$ cat config.mk
export PLATFORM = sky130hd
export DESIGN_NAME = reset_sequencer
export DESIGN_NICKNAME = d
export VERILOG_FILES = /design/src/rtl/reset_pkg.sv /design/src/rtl/reset_sync.sv /design/src/rtl/reset_sequencer.sv
export SDC_FILE = /design/constraint.sdc
export NUM_CORES = 1
export LEC_CHECK = 0
export CORE_MARGIN = 10
export CORE_UTILIZATION = 57
export CTS_CLUSTER_SIZE = 20
export DETAILED_ROUTE_END_ITERATION = 8
export PLACE_DENSITY = 0.81
export SLEW_MARGIN = 15
export SYNTH_ARGS = -nofsm -noshare
export SYNTH_HDL_FRONTEND = slang
export SYNTH_SLANG_ARGS = --single-unit
export TNS_END_PERCENT = 1
$ cat constraint.sdc
create_clock -name clk -period 4.6 [get_ports clk]
set_input_delay 0.46 -clock clk [delete_from_list [all_inputs] [get_ports clk]]
set_output_delay 0.46 -clock clk [all_outputs]
set_load 0.1 [all_outputs]
$ cat src/rtl/reset_pkg.sv
// Shared types for the reset sequencer: FSM states, reset-cause encoding and
// the counter-width helper used to size the hold and watchdog counters.
package reset_pkg;

    typedef enum logic [1:0] {
        ASSERT = 2'd0,
        HOLD   = 2'd1,
        RUN    = 2'd2
    } state_e;

    typedef enum logic [1:0] {
        CAUSE_POR  = 2'd0,
        CAUSE_SOFT = 2'd1,
        CAUSE_WDOG = 2'd2
    } cause_e;

    // A counter for n states needs $clog2(n) bits, but never less than one.
    function automatic int cnt_width(input int n);
        return (n > 32'sd1) ? $clog2(n) : 32'sd1;
    endfunction

endpackage

$ cat src/rtl/reset_sync.sv
// Async-assert / sync-deassert flop chain; the output goes high STAGES clock
// edges after rst_n releases and drops immediately when rst_n falls.
module reset_sync #(
    parameter int STAGES = 2
) (
    input  logic clk,
    input  logic rst_n,
    output logic sync_rst_n
);

    logic [STAGES-1:0] chain_r;

    // Shift ones in from the bottom once the board reset is released.
    always_ff @(posedge clk or negedge rst_n) begin
        if (!rst_n) begin
            chain_r <= {STAGES{1'b0}};
        end else begin
            chain_r <= {chain_r[STAGES-2:0], 1'b1};
        end
    end

    assign sync_rst_n = chain_r[STAGES-1];

endmodule

$ cat src/rtl/reset_sequencer.sv
// System reset sequencer: synchronised POR release with a minimum hold time,
// plus software-requested and watchdog resets with cause reporting.
module reset_sequencer
    import reset_pkg::*;
#(
    parameter int SYNC_STAGES = 2,
    parameter int HOLD_CYCLES = 4,
    parameter int WDOG_CYCLES = 256
) (
    input  logic       clk,
    input  logic       rst_n,
    input  logic       soft_rst_req,
    input  logic       wdog_en,
    input  logic       wdog_kick,
    output logic       sys_rst_n,
    output logic       rst_done,
    output logic [1:0] rst_cause,
    output logic       busy
);

    localparam int HOLD_W = cnt_width(HOLD_CYCLES);
    localparam int WDOG_W = cnt_width(WDOG_CYCLES);
    localparam logic [HOLD_W-1:0] HOLD_LAST = HOLD_W'(HOLD_CYCLES - 32'sd1);
    localparam logic [WDOG_W-1:0] WDOG_LAST = WDOG_W'(WDOG_CYCLES - 32'sd1);

    state_e            state_r;
    cause_e            rst_cause_r;
    logic [HOLD_W-1:0] hold_cnt_r;
    logic [WDOG_W-1:0] wdog_cnt_r;
    logic              sys_rst_n_r;
    logic              rst_done_r;
    logic              busy_r;
    logic              sync_rel_s;
    logic              wdog_expire_s;

    reset_sync #(
        .STAGES(SYNC_STAGES)
    ) u_reset_sync (
        .clk        (clk),
        .rst_n      (rst_n),
        .sync_rst_n (sync_rel_s)
    );

    // Watchdog expiry; a kick on the terminal cycle suppresses it.
    always_comb begin
        wdog_expire_s = 1'b0;
        if ((state_r == RUN) && wdog_en && !wdog_kick && (wdog_cnt_r == WDOG_LAST)) begin
            wdog_expire_s = 1'b1;
        end else begin
            wdog_expire_s = 1'b0;
        end
    end

    // Sequencer FSM with registered reset, done pulse, cause and busy outputs.
    always_ff @(posedge clk or negedge rst_n) begin
        if (!rst_n) begin
            state_r     <= ASSERT;
            rst_cause_r <= CAUSE_POR;
            hold_cnt_r  <= {HOLD_W{1'b0}};
            wdog_cnt_r  <= {WDOG_W{1'b0}};
            sys_rst_n_r <= 1'b0;
            rst_done_r  <= 1'b0;
            busy_r      <= 1'b1;
        end else begin
            rst_done_r <= 1'b0;
            case (state_r)
                ASSERT: begin
                    hold_cnt_r <= {HOLD_W{1'b0}};
                    wdog_cnt_r <= {WDOG_W{1'b0}};
                    if (sync_rel_s) begin
                        state_r <= HOLD;
                    end
                end
                HOLD: begin
                    wdog_cnt_r <= {WDOG_W{1'b0}};
                    if (hold_cnt_r == HOLD_LAST) begin
                        state_r     <= RUN;
                        sys_rst_n_r <= 1'b1;
                        rst_done_r  <= 1'b1;
                        busy_r      <= 1'b0;
                    end else begin
                        hold_cnt_r <= hold_cnt_r + HOLD_W'(1);
                    end
                end
                RUN: begin
                    // Soft request has priority over a simultaneous expiry.
                    if (soft_rst_req) begin
                        state_r     <= HOLD;
                        rst_cause_r <= CAUSE_SOFT;
                        hold_cnt_r  <= {HOLD_W{1'b0}};
                        wdog_cnt_r  <= {WDOG_W{1'b0}};
                        sys_rst_n_r <= 1'b0;
                        busy_r      <= 1'b1;
                    end else if (wdog_expire_s) begin
                        state_r     <= HOLD;
                        rst_cause_r <= CAUSE_WDOG;
                        hold_cnt_r  <= {HOLD_W{1'b0}};
                        wdog_cnt_r  <= {WDOG_W{1'b0}};
                        sys_rst_n_r <= 1'b0;
                        busy_r      <= 1'b1;
                    end else if (!wdog_en || wdog_kick) begin
                        wdog_cnt_r <= {WDOG_W{1'b0}};
                    end else begin
                        wdog_cnt_r <= wdog_cnt_r + WDOG_W'(1);
                    end
                end
                default: begin
                    state_r     <= ASSERT;
                    hold_cnt_r  <= {HOLD_W{1'b0}};
                    wdog_cnt_r  <= {WDOG_W{1'b0}};
                    sys_rst_n_r <= 1'b0;
                    busy_r      <= 1'b1;
                end
            endcase
        end
    end

    assign sys_rst_n = sys_rst_n_r;
    assign rst_done  = rst_done_r;
    assign rst_cause = rst_cause_r;
    assign busy      = busy_r;

endmodule
# ---- Word level (Yosys, flattened, before mapping)
# Index checks and enable logic that the tools add are counted.
dict set report totals {
  reg_bits 19
  mem_count 0
  mem_bits_ro 0
  latchBits 0
  out_inout_bits 5
  wordCells 57
  ramBits 0
}
dict set report op_classes {
  n_bitwise 1
  n_reduce_logical 12
  n_mux 26
  n_addsub 2
  n_lt_le_gt_ge 0
  n_eq_ne 8
  div 0
  n_shift 0
  mul 0
}
# op n
set op_table {}
lappend op_table {{$mux 8} 4}
lappend op_table {{$mux 2} 9}
lappend op_table {{$mux 1} 9}
lappend op_table {{$add 8x1->8 const B} 1}
lappend op_table {{$eq 8x8->1 const B} 1}
lappend op_table {{$pmux 1 s3} 2}
lappend op_table {{$pmux 2 s3} 1}
lappend op_table {{$reduce_and 3->1} 2}
lappend op_table {{$eq 2x2->1 const B} 2}
lappend op_table {{$ne 2x2->1 const B} 2}
lappend op_table {{$pmux 2 s2} 1}
lappend op_table {{$reduce_and 2->1} 2}
lappend op_table {{$logic_and 1x1->1} 3}
lappend op_table {{$ne 3x3->1 const B} 1}
lappend op_table {{$add 2x1->2 const B} 1}
lappend op_table {{$eq 2x1->1 const B} 1}
lappend op_table {{$logic_not 1->1} 2}
lappend op_table {{$logic_not 2->1} 1}
lappend op_table {{$ne 2x1->1 const B} 1}
lappend op_table {{$reduce_bool 2->1} 1}
lappend op_table {{$logic_or 1x1->1} 1}
lappend op_table {{$not 1->1} 1}

# ---- Logic depth before layout (Yosys ltp)
# Gate-level depths: netlist of run 1.
dict set report depth {
  ltp_word 8
  mapped_depth 4
  depth_no_buf 4
}

# ---- Hierarchy
# A second synthesis of run 1 with hierarchy kept.
dict set report unflattened {
  cells_unflattened 82
  area_unflattened_um2 879.6
}
# module n_inst cells_per_inst area_per_inst_um2
set modules_own_cells {}
lappend modules_own_cells {reset_sequencer 1 79 825.8}
lappend modules_own_cells {reset_sync 1 3 53.8}

# ---- Worst setup path after synthesis of run 1
# OpenSTA, ideal clock, no wires.
dict set report synth_timing {
  path_type {register to register}
  startpoint {register wdog_cnt_r[0]}
  endpoint {register state_r[1]}
  slack_ns 3.154
  required_time_ns 4.480
  t_arrival_ns 1.326
  path_stages_with_launch 5
  period_less_slack_ns 1.446
  setup_ns 0.120
  cell_sequence {dfrtp_1 > ha_1 > nand3_1 > or3_4 > a31o_1}
}
dict set report synth_via {
  elab_chain_len 5
}
# element line_no
set synth_lines {}
lappend synth_lines {{start, declared} reset_sequencer.sv:29} ;# logic [WDOG_W-1:0] wdog_cnt_r;
lappend synth_lines {{start signal, assigned} reset_sequencer.sv:60} ;# wdog_cnt_r <= {WDOG_W{1'b0}};
lappend synth_lines {{start signal, assigned} reset_sequencer.sv:69} ;# wdog_cnt_r <= {WDOG_W{1'b0}};
lappend synth_lines {{start signal, assigned} reset_sequencer.sv:75} ;# wdog_cnt_r <= {WDOG_W{1'b0}};
lappend synth_lines {{$eq 8x8->1} reset_sequencer.sv:47} ;# if ((state_r == RUN) && wdog_en && !wdog_kick && (wdog_cnt_r == WDOG_LAST)) begin
lappend synth_lines {{$logic_and 1x1->1} reset_sequencer.sv:47}
lappend synth_lines {{$mux 1} reset_sequencer.sv:47}
lappend synth_lines {{$ne 3x3->1 (no source line)} --}
lappend synth_lines {{$reduce_and 3->1 (no source line)} --}
lappend synth_lines {{end signal, assigned} reset_sequencer.sv:57} ;# state_r <= ASSERT;
lappend synth_lines {{end signal, assigned} reset_sequencer.sv:71} ;# state_r <= HOLD;
lappend synth_lines {{end signal, assigned} reset_sequencer.sv:77} ;# state_r <= RUN;
lappend synth_lines {{end, declared} reset_sequencer.sv:26} ;# state_e state_r;
# Every way passes these cells.
# A chain may end at the register's enable or synchronous reset.

# ---- Worst setup path after layout of run 1
dict set report layout_timing {
  startpoint {register busy_r (netlist: busy)}
  endpoint {output busy}
}
# element line_no
set layout_lines {}
lappend layout_lines {{start, declared} reset_sequencer.sv:32} ;# logic busy_r;
lappend layout_lines {{start signal, assigned} reset_sequencer.sv:63} ;# busy_r <= 1'b1;
lappend layout_lines {{start signal, assigned} reset_sequencer.sv:80} ;# busy_r <= 1'b0;
lappend layout_lines {{start signal, assigned} reset_sequencer.sv:93} ;# busy_r <= 1'b1;
lappend layout_lines {{end, declared} reset_sequencer.sv:18} ;# output logic busy
# No word-level cell between the ends.

==> results of run 1 <==
cell usage in the layout (no fill, tap or decap), types with 2 or more instances in the layout:
cell             instances
o32ai_1                  2
mux2i_1                  2
inv_1                    7
nor2_1                   6
ha_1                     2
and3_1                   2
dfrtp_1                 18
a21oi_1                  5
clkdlybuf4s50_1          9
nand2b_1                 2
nand3_1                  3
clkbuf_4                 3
xor2_1                   3
nand2_1                  3
o31ai_1                  2
worst paths after layout:
| check | start | end |
|---|---|---|
| min in group asynchronous | rst_n | hold_cnt_r[1]$_DFFE_PN0P_ |
| min reg2reg | u_reset_sync.chain_r[0]$_DFF_PN0_ | u_reset_sync.chain_r[1]$_DFF_PN0_ |
| max | busy$_DFFE_PN1P_ | busy |
| max reg2reg | wdog_cnt_r[0]$_DFF_PN0_ | hold_cnt_r[0]$_DFFE_PN0P_ |
| max in group asynchronous | rst_n | sys_rst_n$_DFFE_PN0P_ |
| min | u_reset_sync.chain_r[0]$_DFF_PN0_ | u_reset_sync.chain_r[1]$_DFF_PN0_ |
where the power goes:
group	total, mW	internal [mW]	switching (mW)
Sequential	0.233	0.202	0.0318
Clock	0.0810	0.0323	0.0487
Combinational	0.242	0.0737	0.169
flip-flops by register name (all words and copies together) (netlist names):
| signal | count |
|---|---|
| state_r | 2 |
| rst_cause | 2 |
| hold_cnt_r | 2 |
| busy | 1 |
| sys_rst_n | 1 |
| rst_done | 1 |
| wdog_cnt_r | 8 |
| u_reset_sync.chain_r | 2 |
metrics by stage:
stage	hold slack, ps	cell area, um^2	util (%)	setup slack, ps
floorplan	164	885	-	3150
global placement	333	983	66.1	2500
detailed placement	340	983	66.1	2490
CTS	367	1010	67.9	2170
global route	377	1010	67.9	2130
finish	369	1010	67.9	2180
cell families (layout without fill, tap and decap cells):
kind of cell	Yosys count	after routing
muxes	2	2
buffers and inverters	8	20
xor gates and xnor gates	4	4
adders and majority gates	2	2
AOI/OAI and AO/OA	19	19
DFF	19	19
and+or+nand+nor	23	23
other	1	1
routing by layer:
metal	track usage (%)	vias to the layer above	part of all wire (%)
met5	0	-	0
met4	3.93	0	1.8
met3	3.86	4	6.1
met2	16.6	12	47
met1	12.3	301	45
li1	-	303	-
cell type report:
| cell class | count | area share [%] |
|---|---|---|
| flip-flops and latches | 19 | 47.2 |
| inverters | 7 | 2.60 |
| clock inverters | 1 | 0.495 |
| repair buffers | 9 | 8.91 |
| multi-input cells | 51 | 36.6 |
| clock buffers | 3 | 2.23 |
| well taps | 16 | 1.98 |
==> summary.md, run 1 <==
| Metric | Value |
|---|---|
| Status | `complete, no violations` |
| Die ar. | `3530 um^2` |
| R2R setup slack | `2920 ps` |
| Final Setup Violations | `0` |
| Slowest-stage cell, CP | `clkdlybuf4s50_1` |
| All-layer global routing usage | `10.4%` |
| Num CTS Buffers | `3` |
| Worst-path cell chain | `clkdlybuf4s50_1` |
| Hold depth | `0` |
| Register area share after synthesis | `53.9%` |
| Starting density of the core | `59.4%` |
| Setup TNS | `0 ps` |
| Post-Syn Nets | `85` |
| Post-layout min period | `2420 ps` |
| Post-Syn Instances | `78` |
| Root Driver | `clkbuf_4` |
| CTS sink count | `19` |
| Input/output buffers | `9` |
| Final net count | `98` |
| Crit path launch type | `flip-flop` |
| Fillers | `126` |
| Pleak | `0.434 nW` |
| Layout cell share with drive strength beyond 1 | `8.89%` |
| CP arrival | `1960 ps` |
| CTS tree | `done` |
| Max cap viols | `0` |
| Worst slew pin tran | `972 ps` |
| Global-route wire length before repair | `2880 um` |
| Reg area | `477 um^2` |
| RSZ-0062 raised after global routing | `false` |
| Worst path top cell family by delay | `buffers and inverters` |
| Die Wd | `59.4 um` |
| Post-route insts no fill | `106` |
| Final period utilization | `52.6%` |
| Pwr Total | `0.557 mW` |
| Rel. slew slack | `35.0%` |
| Synth area leaders | `dfrtp_1 (51%), nand4bb_4 (3.1%), dfstp_2 (3.0%), inv_1 (3.0%), xor2_1 (3.0%)` |
| Routed WL | `1630 um` |
| Number of synthesized flops with an enable pin | `0` |
| Crit. path cell count | `1` |
| Routed len/inst | `15.4 um` |
| P&R area growth vs syn | `14.3%` |
| Clock skew | `9.52 ps` |
| Final hold vios | `0` |
| Avg Inst Size Synth | `11.3 um^2` |
| Crit Path Max Fanout | `3` |
| Peak VDD IR | `0.536 mV` |
| Clk Latency, worst-skew pair | `290 ps` |
| Hold Crit Class | `flip-flop to flip-flop` |
| PostCTS Resize Cnt | `0` |
| Final Slew Violations | `0` |
| Total grt overflow | `0` |
| Synth Flop Type | `dfrtp_1` |
| Multiplexer share of the synthesized area | `2.26%` |
| WS Path Type | `flip-flop to output pin` |
| Synth Area in Simple Gates | `17.0%` |
| 1st-iter DRT viols | `10` |
| Async SR Flop Fraction | `100%` |
| Antenna Violating Nets Remaining | `0` |
| CTS clk-pin slew, worst paths | `110 ps` |
| Vias/cell | `5.85` |
| Largest family of logic cells by synthesized area | `simple AND/OR/NAND/NOR gates` |
| Post-CTS Hold Buffers | `0` |
| Max Freq | `0.413 GHz` |
| # diodes | `0` |
| DR DRC count | `0` |
| Synthesized flop and latch total | `19` |
| Synth area leader | `dfrtp_1` |
| Area of the multi-input gates | `370 um^2` |
| Post-synthesis cell type count | `34` |
| Pwr per Cell Area | `551 nW/um^2` |
| Dpl cells | `102` |
| Largest net degree at the start of global routing | `20` |
| Setup bufs post-CTS | `0` |
| Adder-Cell Fraction of Synth Area | `2.83%` |
| XOR/XNOR Fraction of Synth Area | `3.96%` |
| Final Wtd Congestion | `0.829` |
| CP Capture Type | `output pin` |
| Most frequent cell after synthesis | `dfrtp_1` |
| CP required | `4140 ps` |
| DP HPWL | `1160 um` |
| Post-synth top area share | `50.9%` |
| Mapped cell area | `885 um^2` |
| CORE AREA | `1490 um^2` |
| Area fraction in compound gates after synthesis | `15.4%` |
| Ports | `10` |
| Crit path buffers/inverters | `1` |
| Top cells by count, synth | `dfrtp_1 (18), inv_1 (7), nor2_1 (6)` |
| Cell row count | `14` |
| H-tree lvl count | `1` |
| CP peak stage delay | `1130 ps` |
| Vias in the first global route | `649` |
| Bufs on Longest Clock Path | `2` |
| Initial antenna violation count | `0` |
| R2R cell count | `4` |
| Vias | `620` |
| First drt pass iteration count | `4` |
| Die Y-Extent | `59.4 um` |
| Synth warn | `0` |
No activity file was read; power rests on OpenSTA's default activity.
==> inputs of run 2 (changes only) <==
- CORE_UTILIZATION: 57 -> 53
- PLACE_DENSITY: 0.81 -> 0.76
- clock period: 4.6 -> 2.3 ns (I/O delays scaled with it)
==> summary.md, run 2 (same netlist as run 1, synthesis figures left out) <==
| Metric | Value |
|---|---|
| Largest net degree at the start of global routing | `20` |
| Hold Crit Class | `primary input to async pin` |
| Bufs on Longest Clock Path | `2` |
| Starting density of the core | `57.4%` |
| Final Slew Violations | `0` |
| Largest Register | `wdog_cnt_r` |
| Max cap viols | `0` |
| Final Setup Violations | `0` |
| Cell row count | `14` |
| Initial antenna violation count | `0` |
| Layout cell share with drive strength beyond 1 | `14.3%` |
| Peak VDD IR | `0.923 mV` |
| Largest register FFs | `8` |
| 1st-iter DRT viols | `20` |
| PostCTS Resize Cnt | `0` |
| Final period utilization | `73.4%` |
| Post-route insts no fill | `107` |
| H-tree lvl count | `1` |
| Vias/cell | `6.05` |
| DR DRC count | `0` |
| Root Driver | `clkbuf_4` |
| WS Path Type | `flip-flop to flip-flop` |
| Commonest non-fill, non-tap cells in the layout | `dfrtp_1 (18), inv_1 (7), nor2_1 (6), buf_4 (6), a21oi_1 (5)` |
| R2R cell count | `4` |
| P&R area growth vs syn | `13.6%` |
| Die Wd | `60.9 um` |
| Worst slew pin tran | `505 ps` |
| First drt pass iteration count | `4` |
| Total grt overflow | `0` |
| Most common cell after layout, fill and taps aside | `dfrtp_1` |
| CTS tree | `done` |
| Status | `complete, no violations` |
| Post-layout min period | `1690 ps` |
| Vias in the first global route | `664` |
| Setup TNS | `0 ps` |
| Ports | `10` |
| Pwr per Cell Area | `1110 nW/um^2` |
| Crit Path Max Fanout | `6` |
| Die Y-Extent | `60.9 um` |
| Die ar. | `3700 um^2` |
| DP HPWL | `1190 um` |
| Final Wtd Congestion | `0.738` |
| Vias | `647` |
| FF-to-FF Start | `wdog_cnt_r[1]$_DFF_PN0_` |
| Post-CTS Hold Buffers | `0` |
| Crit path launch type | `flip-flop` |
| # diodes | `0` |
| CTS sink count | `19` |
| Antenna Violating Nets Remaining | `0` |
| Setup bufs post-CTS | `0` |
| Crit path from | `wdog_cnt_r[1]$_DFF_PN0_` |
| CP Capture Type | `flip-flop` |
| R2R setup slack | `610 ps` |
| CTS clk-pin slew, worst paths | `110 ps` |
| Routed WL | `1660 um` |
| Final hold vios | `0` |
| Clock skew | `6.89 ps` |
| Rel. slew slack | `66.1%` |
| Input/output buffers | `9` |
| CORE AREA | `1540 um^2` |
| Max Freq | `0.592 GHz` |
| CP required | `2470 ps` |
| Clk Latency, worst-skew pair | `300 ps` |
| CP Capture Point | `hold_cnt_r[0]$_DFFE_PN0P_` |
| Routed len/inst | `15.5 um` |
| All-layer global routing usage | `10.5%` |
| Pleak | `0.442 nW` |
| Dpl cells | `103` |
| RSZ-0062 raised after global routing | `false` |
| Global-route wire length before repair | `2930 um` |
| Num CTS Buffers | `3` |
| CP arrival | `1850 ps` |
| R2r endpoint | `hold_cnt_r[0]$_DFFE_PN0P_` |
| Final net count | `99` |
==> run 2: changes by cell type in the layout (fill, tap and decap cells not counted) <==
cell	before	now
clkdlybuf4s50_1	9	4
clkinv_2	1	0
clkbuf_1	0	1
buf_4	0	6
==> run 2: final cells by class <==
cell class                      instances  area (um^2)
Fill cell                             128          537
Sequential cell                        19          477
Multi-Input combinational cell         51          370
Timing Repair Buffer                   10         85.1
Clock buffer                            4         26.3
Inverter                                7         26.3
Tap cell                               16         20.0
==> run 2: how the worst min path moves through the flow <==
| stage | slack [ps] | endpoint | startpoint |
|---|---|---|---|
| 2_1_floorplan | -70 | hold_cnt_r[0]$_DFFE_PN0P_ | rst_n |
| 3_3_place_gp | 340 | u_reset_sync.chain_r[1]$_DFF_PN0_ | u_reset_sync.chain_r[0]$_DFF_PN0_ |
| 3_5_place_dp | 350 | u_reset_sync.chain_r[1]$_DFF_PN0_ | u_reset_sync.chain_r[0]$_DFF_PN0_ |
| 4_1_cts | 250 | rst_done$_DFF_PN0_ | rst_n |
| 5_1_grt | 270 | rst_done$_DFF_PN0_ | rst_n |
| 6_report | 250 | rst_done$_DFF_PN0_ | rst_n |
==> run 2: critical path: stages, from the launching register on <==
cell     delay [ps]
dfrtp_1         440
ha_1            300
nand3_1         160
o31ai_1         470
o22ai_1         180
==> run 2: routing by layer <==
| layer | GRT usage [%] | wire length (um) | up-vias |
|---|---|---|---|
| met5 | 0 | 0 | - |
| li1 | - | - | 307 |
| met2 | 15.1 | 725 | 14 |
| met3 | 2.51 | 77 | 7 |
| met1 | 13.1 | 800 | 319 |
| met4 | 8.15 | 58 | 0 |
==> run 2: metrics by stage <==
step | power (mW) | util (%) | cell area, um^2 | hold slack [ps] | setup WS, ps
3_5_place_dp | 0.953 | 63.5 | 978 | 348 | 568
5_1_grt | 1.17 | 65.2 | 1000 | 273 | 398
2_1_floorplan | 0.860 | - | 885 | -65.6 | 854
6_report | 1.11 | 65.2 | 1000 | 245 | 612
3_3_place_gp | 0.940 | 63.5 | 978 | 341 | 633
4_1_cts | 1.12 | 65.2 | 1000 | 253 | 589
==> run 2: report_power, final <==
part	leakage (nW)	internal [mW]	switching (mW)	total [mW]
logic	0.184	0.137	0.336	0.472
clock network	0.0150	0.0677	0.104	0.172
registers	0.243	0.403	0.0675	0.471
==> inputs of run 3 (changes only) <==
- clock period: 2.3 -> 1.6 ns (I/O delays scaled with it)
==> summary.md, run 3 (same netlist as run 1, synthesis figures left out) <==
| Metric | Value |
|---|---|
| CP peak stage delay | `380 ps` |
| Post-layout min period | `1450 ps` |
| Setup TNS | `0 ps` |
| H-tree lvl count | `1` |
| Routed len/inst | `15.7 um` |
| Global-route wire length before repair | `2970 um` |
| Final hold vios | `0` |
| Crit Path Max Fanout | `4` |
| Int Pwr | `1.01 mW` |
| Largest Register | `wdog_cnt_r` |
| Clock power frac | `13.5%` |
| Final Slew Violations | `0` |
| Largest register FFs | `8` |
| WS Path Type | `flip-flop to flip-flop` |
| First drt pass iteration count | `4` |
| P&R area growth vs syn | `25.0%` |
| Bufs on Longest Clock Path | `2` |
| DR DRC count | `0` |
| Setup bufs post-CTS | `0` |
| Sw frac | `43.0%` |
| Clk Latency, worst-skew pair | `290 ps` |
| Commonest non-fill, non-tap cells in the layout | `dfrtp_1 (18), inv_1 (7), nor2_1 (6), buf_4 (6)` |
| Pwr per Cell Area | `1600 nW/um^2` |
| Layout cell share with drive strength beyond 1 | `19.8%` |
| Final period utilization | `90.3%` |
| Input/output buffers | `9` |
| Psw | `0.762 mW` |
| Clock skew | `1.91 ps` |
| CTS tree | `done` |
| Die Wd | `60.9 um` |
| 1st-iter DRT viols | `20` |
| Total grt overflow | `0` |
| Cell row count | `14` |
| Final setup margin | `155 ps` |
| CTS clk-pin slew, worst paths | `110 ps` |
| Final Wtd Congestion | `0.750` |
| Die Y-Extent | `60.9 um` |
| RSZ-0062 raised after global routing | `false` |
| Min Hold Slack | `200 ps` |
| Worst-path cell chain | `ha_1 > nand3_1 > or3_4 > a31o_1` |
| Combinational Power Share | `47.8%` |
| Post-Route Utilization | `71.8%` |
| Num CTS Buffers | `3` |
| Largest net degree at the start of global routing | `20` |
| Slowest-stage cell, CP | `or3_4` |
| PostCTS Resize Cnt | `0` |
| Vias in the first global route | `676` |
| CP required | `1790 ps` |
| CP arrival | `1640 ps` |
| Max cap viols | `0` |
| Area of the multi-input gates | `370 um^2` |
| Reg power frac | `38.7%` |
| Pwr Total | `1.77 mW` |
| Peak VDD IR | `1.42 mV` |
| Max Freq | `0.692 GHz` |
| Crit path launch type | `flip-flop` |
| CTS sink count | `19` |
| Most common cell after layout, fill and taps aside | `dfrtp_1` |
| CORE AREA | `1540 um^2` |
| Starting density of the core | `57.4%` |
| All-layer global routing usage | `10.4%` |
| Status | `complete, no violations` |
| Pleak | `0.491 nW` |
| Ports | `10` |
| Die ar. | `3700 um^2` |
| Antenna Violating Nets Remaining | `0` |
| Post-CTS Hold Buffers | `0` |
| Final Setup Violations | `0` |
| Vias/cell | `5.96` |
| # diodes | `0` |
| DP Worst Slack | `5.79 ps` |
| Hold Crit Class | `primary input to async pin` |
| Initial antenna violation count | `0` |
| Vias | `667` |
| DP HPWL | `1280 um` |
| Fillers | `121` |
| Routed WL | `1760 um` |
| Final net count | `104` |
| CP Capture Type | `flip-flop` |
| Reg area | `477 um^2` |
| Root Driver | `clkbuf_4` |
==> run 3: metrics by stage <==
step | instance area, um^2 | cells
after floorplan | 885 | 78
after global placement | 1080 | 108
after detailed placement | 1080 | 108
after CTS | 1110 | 112
after global routing | 1110 | 112
final | 1110 | 112
==> run 3: critical path, delay by kind of cell, from the launching register on <==
family / cells / cell delay (ps)
flops: 1 / 370
simple gates: 2 / 530
fa+ha+maj: 1 / 220
compound gates: 1 / 230
==> run 3: final timing paths <==
check                                             startpoint                                 to  slack (ps)  cells past startpoint
setup / recovery                     wdog_cnt_r[0]$_DFF_PN0_             state_r[1]$_DFFE_PN0P_         150                      4
max in group asynchronous                              rst_n                   busy$_DFFE_PN1P_        1140                      2
min in group clk           u_reset_sync.chain_r[0]$_DFF_PN0_  u_reset_sync.chain_r[1]$_DFF_PN0_         370                      0
hold reg to reg            u_reset_sync.chain_r[0]$_DFF_PN0_  u_reset_sync.chain_r[1]$_DFF_PN0_         370                      0
hold / removal                                         rst_n          hold_cnt_r[1]$_DFFE_PN0P_         200                      2
setup reg to reg                     wdog_cnt_r[0]$_DFF_PN0_             state_r[1]$_DFFE_PN0P_         150                      4
==> run 3: power groups by stage <==
stage | registers, mW | logic (mW) | clock network (mW)
2_1_floorplan | 0.996 | 0.240 | 0
3_3_place_gp | 0.685 | 0.836 | 0
3_5_place_dp | 0.689 | 0.852 | 0
4_1_cts | 0.682 | 0.853 | 0.249
5_1_grt | 0.698 | 0.890 | 0.273
6_report | 0.685 | 0.846 | 0.240
==> run 3: area by class of cell <==
| cell class | count | share of cell area [%] |
|---|---|---|
| Multi-Input combinational cell | 51 | 33.5 |
| Clock inverter | 1 | 0.452 |
| Inverter | 7 | 2.38 |
| Sequential cell | 19 | 43.1 |
| Timing Repair Buffer | 15 | 16.7 |
| Clock buffer | 3 | 2.04 |
| Tap cell | 16 | 1.81 |
==> run 3: metal layers <==
metal | vias up | track usage (%) | routed length (um)
met1 | 320 | 11.9 | 762
met3 | 4 | 3.76 | 147
met5 | - | 0 | 0
li1 | 316 | - | -
met2 | 27 | 16.9 | 824
met4 | 0 | 4.70 | 24
